==> config.mk <==
export PLATFORM = sky130hd
export DESIGN_NAME = sample_framer
export DESIGN_NICKNAME = d
export VERILOG_FILES = /design/src/rtl/framer_pkg.sv /design/src/rtl/sample_framer.sv
export SDC_FILE = /design/constraint.sdc
export NUM_CORES = 1
export LEC_CHECK = 0
export ABC_AREA = 1
export CORE_ASPECT_RATIO = 0.6
export CORE_UTILIZATION = 55
export CTS_BUF_LIST = sky130_fd_sc_hd__clkbuf_4
export DETAILED_ROUTE_END_ITERATION = 8
export HOLD_SLACK_MARGIN = 0.02
export PLACE_DENSITY = 0.82
export RECOVER_POWER = 25
export SKIP_LAST_GASP = 1
export SYNTH_ARGS = -nofsm -noshare
export SYNTH_HDL_FRONTEND = slang
export SYNTH_SLANG_ARGS = --single-unit
==> constraint.sdc <==
create_clock -name clk -period 6.6 [get_ports clk]
set_clock_uncertainty 0.05 [all_clocks]
set_input_delay 1.65 -clock clk [delete_from_list [all_inputs] [get_ports clk]]
set_output_delay 1.65 -clock clk [all_outputs]
set_load 0.1 [all_outputs]
==> src/rtl/framer_pkg.sv <==
// Shared framing constants and types for the sample framer and the FFT stage
// that consumes its frames.
package framer_pkg;

   localparam int FRAME_LEN = 16;
   localparam int SAMPLE_W  = 18;
   localparam int IDX_W     = $clog2(FRAME_LEN);

   typedef enum logic {
      FILL = 1'b0,
      FULL = 1'b1
   } state_e;

   typedef logic [SAMPLE_W-1:0] sample_t;

   // Element 0 is the oldest sample of the frame.
   typedef sample_t [FRAME_LEN-1:0] frame_t;

endpackage

==> src/rtl/sample_framer.sv <==
// Decimates a sample stream, collects 16-sample frames in a capture buffer and
// launches each complete frame to a held output register when the FFT is idle.
module sample_framer
   import framer_pkg::*;
#(
   parameter int unsigned DECIM = 1
)
(
   input  logic                clk,
   input  logic                reset,
   input  logic                sample_valid,
   input  logic [SAMPLE_W-1:0] sample_in,
   input  logic                fft_done,
   input  logic                clear_overrun,
   output logic [SAMPLE_W-1:0] t0,
   output logic [SAMPLE_W-1:0] t1,
   output logic [SAMPLE_W-1:0] t2,
   output logic [SAMPLE_W-1:0] t3,
   output logic [SAMPLE_W-1:0] t4,
   output logic [SAMPLE_W-1:0] t5,
   output logic [SAMPLE_W-1:0] t6,
   output logic [SAMPLE_W-1:0] t7,
   output logic [SAMPLE_W-1:0] t8,
   output logic [SAMPLE_W-1:0] t9,
   output logic [SAMPLE_W-1:0] t10,
   output logic [SAMPLE_W-1:0] t11,
   output logic [SAMPLE_W-1:0] t12,
   output logic [SAMPLE_W-1:0] t13,
   output logic [SAMPLE_W-1:0] t14,
   output logic [SAMPLE_W-1:0] t15,
   output logic                new_t,
   output logic                overrun,
   output logic [7:0]          drop_count,
   output logic [15:0]         frame_count
);

   localparam logic [7:0]       DECIM_M1 = 8'(DECIM - 1);
   localparam logic [IDX_W-1:0] LAST_IDX = IDX_W'(FRAME_LEN - 1);

   state_e           state_q, state_d;
   logic [IDX_W-1:0] wr_idx_q, wr_idx_d;
   logic [7:0]       dec_cnt_q, dec_cnt_d;
   frame_t           buf_q, buf_d;
   frame_t           t_q, t_d;
   logic             new_t_q, new_t_d;
   logic             overrun_q, overrun_d;
   logic [7:0]       drop_cnt_q, drop_cnt_d;
   logic [15:0]      frame_cnt_q, frame_cnt_d;

   logic eligible;
   logic launch;
   logic drop;

   // new_t_q doubles as the launch guard: no launch in the cycle after a launch.
   assign eligible = sample_valid && (dec_cnt_q == 8'd0);
   assign launch   = (state_q == FULL) && fft_done && !new_t_q;
   assign drop     = (state_q == FULL) && !launch && eligible;

   // NOTE: every variable gets its hold value first so no path leaves it
   // unassigned; otherwise synthesis infers a latch.
   always_comb begin
      state_d     = state_q;
      wr_idx_d    = wr_idx_q;
      dec_cnt_d   = dec_cnt_q;
      buf_d       = buf_q;
      t_d         = t_q;
      new_t_d     = 1'b0;
      overrun_d   = overrun_q;
      drop_cnt_d  = drop_cnt_q;
      frame_cnt_d = frame_cnt_q;

      if (sample_valid) begin
         dec_cnt_d = (dec_cnt_q == DECIM_M1) ? 8'd0 : dec_cnt_q + 8'd1;
      end

      case (state_q)
         FILL: begin
            if (eligible) begin
               buf_d[wr_idx_q] = sample_in;
               wr_idx_d        = wr_idx_q + 1'b1;
               if (wr_idx_q == LAST_IDX) begin
                  state_d = FULL;
               end
            end
         end
         FULL: begin
            if (launch) begin
               t_d         = buf_q;
               new_t_d     = 1'b1;
               frame_cnt_d = frame_cnt_q + 16'd1;
               state_d     = FILL;
               // A sample arriving with the launch opens the next frame.
               if (eligible) begin
                  buf_d[0] = sample_in;
                  wr_idx_d = IDX_W'(1);
               end
            end
         end
         default: state_d = FILL;
      endcase

      if (clear_overrun) begin
         overrun_d  = 1'b0;
         drop_cnt_d = drop ? 8'd1 : 8'd0;
      end else if (drop) begin
         overrun_d = 1'b1;
         if (drop_cnt_q != 8'hFF) begin
            drop_cnt_d = drop_cnt_q + 8'd1;
         end
      end
   end

   always_ff @(posedge clk) begin
      if (!reset) begin
         state_q     <= FILL;
         wr_idx_q    <= '0;
         dec_cnt_q   <= '0;
         t_q         <= '0;
         new_t_q     <= 1'b0;
         overrun_q   <= 1'b0;
         drop_cnt_q  <= '0;
         frame_cnt_q <= '0;
      end else begin
         state_q     <= state_d;
         wr_idx_q    <= wr_idx_d;
         dec_cnt_q   <= dec_cnt_d;
         t_q         <= t_d;
         new_t_q     <= new_t_d;
         overrun_q   <= overrun_d;
         drop_cnt_q  <= drop_cnt_d;
         frame_cnt_q <= frame_cnt_d;
      end
   end

   // NOTE: the capture buffer is deliberately not reset; a frame is only
   // launched after all 16 entries have been rewritten since reset.
   always_ff @(posedge clk) begin
      buf_q <= buf_d;
   end

   assign t0          = t_q[0];
   assign t1          = t_q[1];
   assign t2          = t_q[2];
   assign t3          = t_q[3];
   assign t4          = t_q[4];
   assign t5          = t_q[5];
   assign t6          = t_q[6];
   assign t7          = t_q[7];
   assign t8          = t_q[8];
   assign t9          = t_q[9];
   assign t10         = t_q[10];
   assign t11         = t_q[11];
   assign t12         = t_q[12];
   assign t13         = t_q[13];
   assign t14         = t_q[14];
   assign t15         = t_q[15];
   assign new_t       = new_t_q;
   assign overrun     = overrun_q;
   assign drop_count  = drop_cnt_q;
   assign frame_count = frame_cnt_q;

endmodule

==> results by group <==
Critical path
  – CP Cell Sequence: clkdlybuf4s50_1
  – Critical Path Start: frame_count[2]
  – Setup crit start kind: register
  – Worst reg2reg path depth: 8
  – Slowest-stage cell, CP: clkdlybuf4s50_1
  – WP buf/inv: 1
  – Crit path largest cell delay: 1.18 ns
  – Worst endpoint required time: between 4 and 5 ns
  – CP Data Arrival Time: approximately 2.4 ns
  – Critical setup path kind: register to output pin
  – Endpoint class of the critical path: output pin
  – CP delay by family, top: buffers and inverters
  – Reg-to-reg endpoint: buf_q[169]
  – Reg2reg setup slack: 3.70 ns
  – Worst flop-to-flop path startpoint: dec_cnt_q[0]
  – Crit Path Max Fanout: 7

STA
  – Slew @ Worst Pin: around 1.8 ns
  – Max-slew violation count: 169
  – Minimum clock period: 4.122 ns
  – Final setup viols: 0
  – Fraction of the cycle the final worst path needs: between 60% and 70%
  – Final hold vios: 0
  – RSZ-0062 raised after global routing: no
  – Slew HR: -19.50%
  – Post-Route Setup TNS: 0 ns
  – Fmax: approximately 0.24 GHz

Worst hold path
  – Min-Delay Startpoint: buf_q[80]
  – HP Class: register to register
  – Hold depth: 1
  – Worst hold path endpoint: t4[8]

Global routing
  – Vias in the first global route: 12660
  – All-Layer GR Usage: ~29%
  – Largest net degree at the start of global routing: 204
  – Global-route wire length before repair: between 70000 and 80000 um
  – Initial antenna violation count: 4
  – Grt ovf: 0

Synthesis
  – Netlist Area Pre-Place: 0.01960 mm^2
  – Cells after synthesis: between 1000 and 1500
  – #FFs+latches synth: a little over 600
  – Sequential share of the synthesized area: 77.52%
  – Ys Warns: 0
  – Net count after synthesis: ~1300
  – Distinct cells, synth: 26
  – Synthesized area per cell: 15.04 um^2

Power and ir drop
  – Cell Int Power: 0.005641 W
  – Clock share of power: 42.3%
  – Worst VDD drop: between 0.15 and 0.2 mV
  – Seq pwr share: a little under three fifths
  – Power Density: roughly 290 mW/mm^2
  – Combinational fraction of design power: approximately 2.3%
  – Net Sw Frac: 22.40%
  – Leak: around 9.2 nW
  – Final Total Pwr: ~0.0073 W
  – Switching pwr: roughly 0.0016 W

Run
  – Maxcap violations: 10

Clock tree
  – CTS root buffer: clkbuf_4
  – Hold-fix buffers, CTS: 0
  – Clock latency at the later pin of the worst-skew pair: between 0.8 and 0.9 ns
  – Post CTS Setup Buffer Count: 0
  – Clock buffer depth: 3
  – Gates resized, CTS repair: 0
  – CTS tree: yes
  – Clk sink count: approximately 600
  – H-tree levels: 4
  – CTS Buf Count: between 100 and 150
  – Worst-path clk slew: around 0.080 ns

Detailed routing
  – Drt pass-1 iters: 5
  – Number of nets with antenna violations after routing: 0
  – Final wirelength: 52350 um
  – DR DRC count: 0
  – Routed vias: 13023
  – Vias per inst: around 5.6
  – Iter 0 DRT Violations: 1386
  – DR WL/cell: ~23 um

Placed design
  – Input/output buffers: approximately 340
  – Routability cong.: about 0.9
  – Post-DP HPWL: 30480 um
  – DP Area: about 0.023 mm^2

Die
  – DIE AREA: between 0.03 and 0.04 mm^2
  – Core area: between 0.03 and 0.04 mm^2
  – Die Wd: roughly 250 um
  – Boundary pin count: approximately 340
  – Die Span Y: approximately 150 um
  – Starting Density: roughly 56%
  – Rows: 53

Outcome
  – Status: finished, violations left
  – Failing checks: capacitance limit, slew limit

Final layout
  – Area Growth Syn to Fin: 28.50%
  – Proportion of layout cells with a drive suffix above 1: roughly 14%
  – Post-Route Utilization: a little under three quarters
  – Antenna cells: 0
  – NumNets Final: around 1800
  – Fin area: 0.02519 mm^2
==> cells in the mapped netlist <==
library cell	count	area (um^2)
a22o_1	289	2531
nand4_1	8	50.05
nor2_2	1	6.260
nand2_1	76	285.3
a21boi_0	2	15.01
buf_2	40	200.2
xor2_1	2	17.52
nand3_1	25	125.1
dfxtp_1	327	6546
o211ai_1	1	7.510
a31oi_2	1	12.51
inv_1	74	277.8
nand3b_1	3	22.52
ha_1	8	100.1
nor3b_1	2	15.01
a21oi_1	17	85.08
a31oi_1	1	6.260
buf_6	12	135.1
clkbuf_1	15	56.30
o21ai_0	8	40.04
nor2_4	1	11.26
edfxtp_1	288	8648
a211oi_1	1	7.510
nor3_1	7	35.03
o21a_1	3	22.52
nor2_1	91	341.6
==> cells in the final DEF (no fill, tap or decap), types with 4 or more instances in the layout <==
cell type / synthesis / routed
clkinvlp_4: 0 / 4
a22o_1: 289 / 289
nand2_1: 76 / 76
nand3_1: 25 / 25
ha_1: 8 / 8
clkdlybuf4s50_1: 0 / 315
dfxtp_1: 327 / 327
inv_1: 74 / 74
nor2_1: 91 / 79
a21oi_1: 17 / 17
clkinv_1: 0 / 23
edfxtp_1: 288 / 288
dlygate4sd3_1: 0 / 21
nand4_1: 8 / 8
clkbuf_4: 0 / 220
buf_4: 0 / 6
inv_2: 0 / 4
o21ai_0: 8 / 8
nor2_2: 1 / 11
clkbuf_1: 15 / 14
nor3_1: 7 / 7
==> registers in the layout (all words and copies together) (netlist names), 18 cells and up <==
name and count:
t13 18, t14 18, buf_q 288, t3 18
t1 18, t11 18, t5 18, t10 18
t2 18, t4 18, t15 18, t7 18
t0 18, t9 18, t8 18, t12 18
t6 18
==> cell families (layout without fill, tap and decap cells) <==
family / after synthesis / in the layout / share of synthesized area [%]
flops: 615 / 615 / 77.52
simple gates: 214 / 214 / 4.551
xor+xnor: 2 / 2 / 0.08938
fa+ha+maj: 8 / 8 / 0.5107
buf+inv: 141 / 686 / 3.415
compound gates: 323 / 323 / 13.92
==> routing by layer <==
metal / GRT usage [%] / vias to the layer above / wire length [um]
li1: - / 5788 / -
met1: 40.25 / 6482 / 22370
met2: 42.52 / 657 / 23880
met3: 8.571 / 96 / 4833
met4: 10.99 / 0 / 1263
met5: 0 / - / 0
==> metrics by stage <==
step	hold WS, ns	std cells	setup slack [ns]
2_1_floorplan	0.3991	1303	3.081
4_1_cts	0.3884	2315	2.388
3_3_place_gp	0.4011	2061	2.130
5_1_grt	0.4193	2315	2.349
6_report	0.3841	2315	2.478
3_5_place_dp	0.4015	2061	1.991
==> power by group through the flow <==
stage,logic [W],clock network (W),registers (W)
floorplan,0.0000733,0,0.00411
global placement,0.000168,0,0.00411
detailed placement,0.000172,0,0.00411
CTS,0.000173,0.00313,0.00402
global route,0.000178,0.00334,0.00403
finish,0.000168,0.00308,0.00403
==> how the worst max path moves through the flow <==
stage               cells after the start             end
floorplan                               6      buf_q[100]
global placement                        7      buf_q[162]
detailed placement                      7      buf_q[169]
CTS                                     1  frame_count[0]
global route                            1  frame_count[0]
finish                                  1  frame_count[2]
==> final cells by class <==
type                            instances  area (um^2)
Fill cell                            2266         9827
Clock buffer                          220         1652
Clock inverter                         34        200.2
Timing Repair Buffer                  358         3501
Inverter                               74        277.8
Tap cell                              467        584.3
Sequential cell                       615        15190
Multi-Input combinational cell        547         3777
Power figures use the tool's default switching activity.
==> edit, RTL diff (same flow settings) <==
Change the package constant `SAMPLE_W` from 18 to 36.
--- a/src/rtl/framer_pkg.sv
+++ b/src/rtl/framer_pkg.sv
@@ -5,3 +5,3 @@
    localparam int FRAME_LEN = 16;
-   localparam int SAMPLE_W  = 18;
+   localparam int SAMPLE_W  = 36;
    localparam int IDX_W     = $clog2(FRAME_LEN);
Interface: changed (17 resized); port bits go from 337 to 643. No check against the original RTL was run, so the function may have changed too.
==> edit against the unedited design <==
Cell area increased by 90%. Largest power group unchanged. Setup slack got worse by 0.25 ns. Utilization decreased by 0.44 points. The run still ends with max-capacitance violations, max-slew violations left. Routed wire length increased by 100%. Critical endpoint is now frame_count[5]. Sequential cell count increased by 576. Sequential share of layout area increased by 1.6 points. Synthesized area increased by 92%. Worst hold slack got worse by 0.016 ns. Synthesized cell count increased by 74%. Count of clock-buffer cells in the layout increased by 203. Non-clock buffer count increased by 330. Maximum frequency decreased by 5.8%. Total power increased by 93%.
==> edit: results (changes against the unedited design) <==
yosys:
  synth_xor_area_share_pct: 0.0467  # -0.043 points
  synth_compound_area_share_pct: 14.0  # +0.13 points
  synth-edff-count: 576  # +100%
  yosys-top-cells-area: "edfxtp_1 (46%), dfxtp_1 (33%), a22o_1 (13%)"
  avgSynthCellArea_um2: 16.6  # +10%
  synth_cell_types: 26  # unchanged
  synth_adder_area_share_pct: 0.267  # -0.24 points
  ys_seq_area_share_pct: 78.9  # +1.4 points
  synthTopCellsByCount: "dfxtp_1 (615), a22o_1 (577), edfxtp_1 (576), nor2_1 (102), buf_6 (99)"
  syn_nets: 2313  # +73%
placement:
  place_area_um2: 44400  # +90%
  hpwl_um: 64400  # +110%
  dpl.cell_count: 3719  # +80%
  io_buffer_count: 642  # +91%
  gp_congestion: 0.867  # -4.6%
grt:
  use_met3_pct: 9.20  # +0.63 points
  grtUsageMet2_pct: 46.4  # +3.9 points
  grt_use_total_pct: 30.2  # +1.4 points
  antenna_found_initial: 16  # +12
  grt_pass1_wl_um: 155000  # +100%
  grt_use_met1_pct: 40.2  # -0.089 points
  grt_max_degree: 174  # -15%
run_status:
  violations: "max-capacitance violations, max-slew violations"
  status: "finished with violations"
cts:
  cts_max_path_buffers: 4  # +1
  cts_buffers: 277  # +100%
  cts_setup_buffers: 0  # unchanged
  htree_levels: 5  # +1
  clkLatencyLatePin_ns: 1.04  # +0.23 ns
job:
  max_cap_violations: 14  # +4
power_and_ir_drop:
  p_leak_uw: 0.0174  # +89%
  peakVddDrop_v: 0.000207  # +20%
layout:
  final_nets: 3147  # +78%
  largest_register: "buf_q"
  layout-drive-gt1-share_pct: 15.1  # +1.4 points
  largest_reg_flops: 576  # +100%
  final_cells: 4200  # +81%
drt:
  wl_met1_um: 41800  # +87%
  via_count: 24358  # +87%
  met2_length_um: 50100  # +110%
  drt_iter0_markers: 2626  # +89%
  highest_layer: "met5"
  firstDrtPassIters: 6  # +1
  post_drt_wl_per_cell_um: 25.5  # +13%
  wl_met3_um: 12000  # +150%
timing:
  slew_headroom_pct: -46.4  # -27 points
  maxSlewViolCount: 237  # +40%
critical_path:
  slowest_stage: "clkdlybuf4s50_1"
  cp_slowest_stage_delay_ns: 1.20  # +0.02 ns
  path_delay_family: "buffers and inverters"
  arrival_ns: 2.68  # +0.26 ns
  crit_fanout: 5  # -2
## edit: cell count changes in the layout (fill, tap and decap cells not counted), moves of 8 or more
cell | before | now
nor2_4 | 3 | 17
edfxtp_1 | 288 | 576
nor2_1 | 79 | 87
dlygate4sd3_1 | 21 | 38
inv_1 | 74 | 90
clkinv_2 | 0 | 8
buf_4 | 6 | 25
nor2_2 | 11 | 2
clkdlybuf4s50_1 | 315 | 603
dfxtp_1 | 327 | 615
a22o_1 | 289 | 577
clkbuf_4 | 220 | 423
## edit: where the power goes
part	switching, uW	internal (uW)	total, uW
registers	17.0	7790	7810
clock network	2840	3080	5920
logic	267	51.8	319
## edit: logic make-up after synthesis
logic type | count (synthesis)
AOI/OAI and AO/OA | 617
xor gates and xnor gates | 2
adders and majority gates | 8
buffers and inverters | 223
DFF | 1191
and+or+nand+nor | 223
## edit: final timing paths
check                        end  depth (start not counted)  slack, ns      startpoint
hold / removal            t12[3]                          1       0.37      buf_q[435]
hold reg to reg           t12[3]                          1       0.37      buf_q[435]
setup reg to reg      buf_q[360]                          8       3.41    dec_cnt_q[1]
setup / recovery  frame_count[5]                          1       2.22  frame_count[5]
## edit: final cells by class
type	instances	area, um2
Multi-Input combinational cell	850	6430
Sequential cell	1191	29600
Antenna cell	5	12.5
Clock buffer	423	3180
Fill cell	4107	19100
Clock inverter	53	328
Inverter	90	338
Timing Repair Buffer	688	6780
Tap cell	900	1130
## edit: stage by stage
step	utilization, %	worst slack (ns)	total power [uW]
2_1_floorplan	-	2.33	8120
3_3_place_gp	66.3	1.71	8290
4_1_cts	71.6	2.11	14100
3_5_place_dp	66.3	1.69	8300
5_1_grt	71.5	2.09	14500
6_report	71.5	2.22	14100
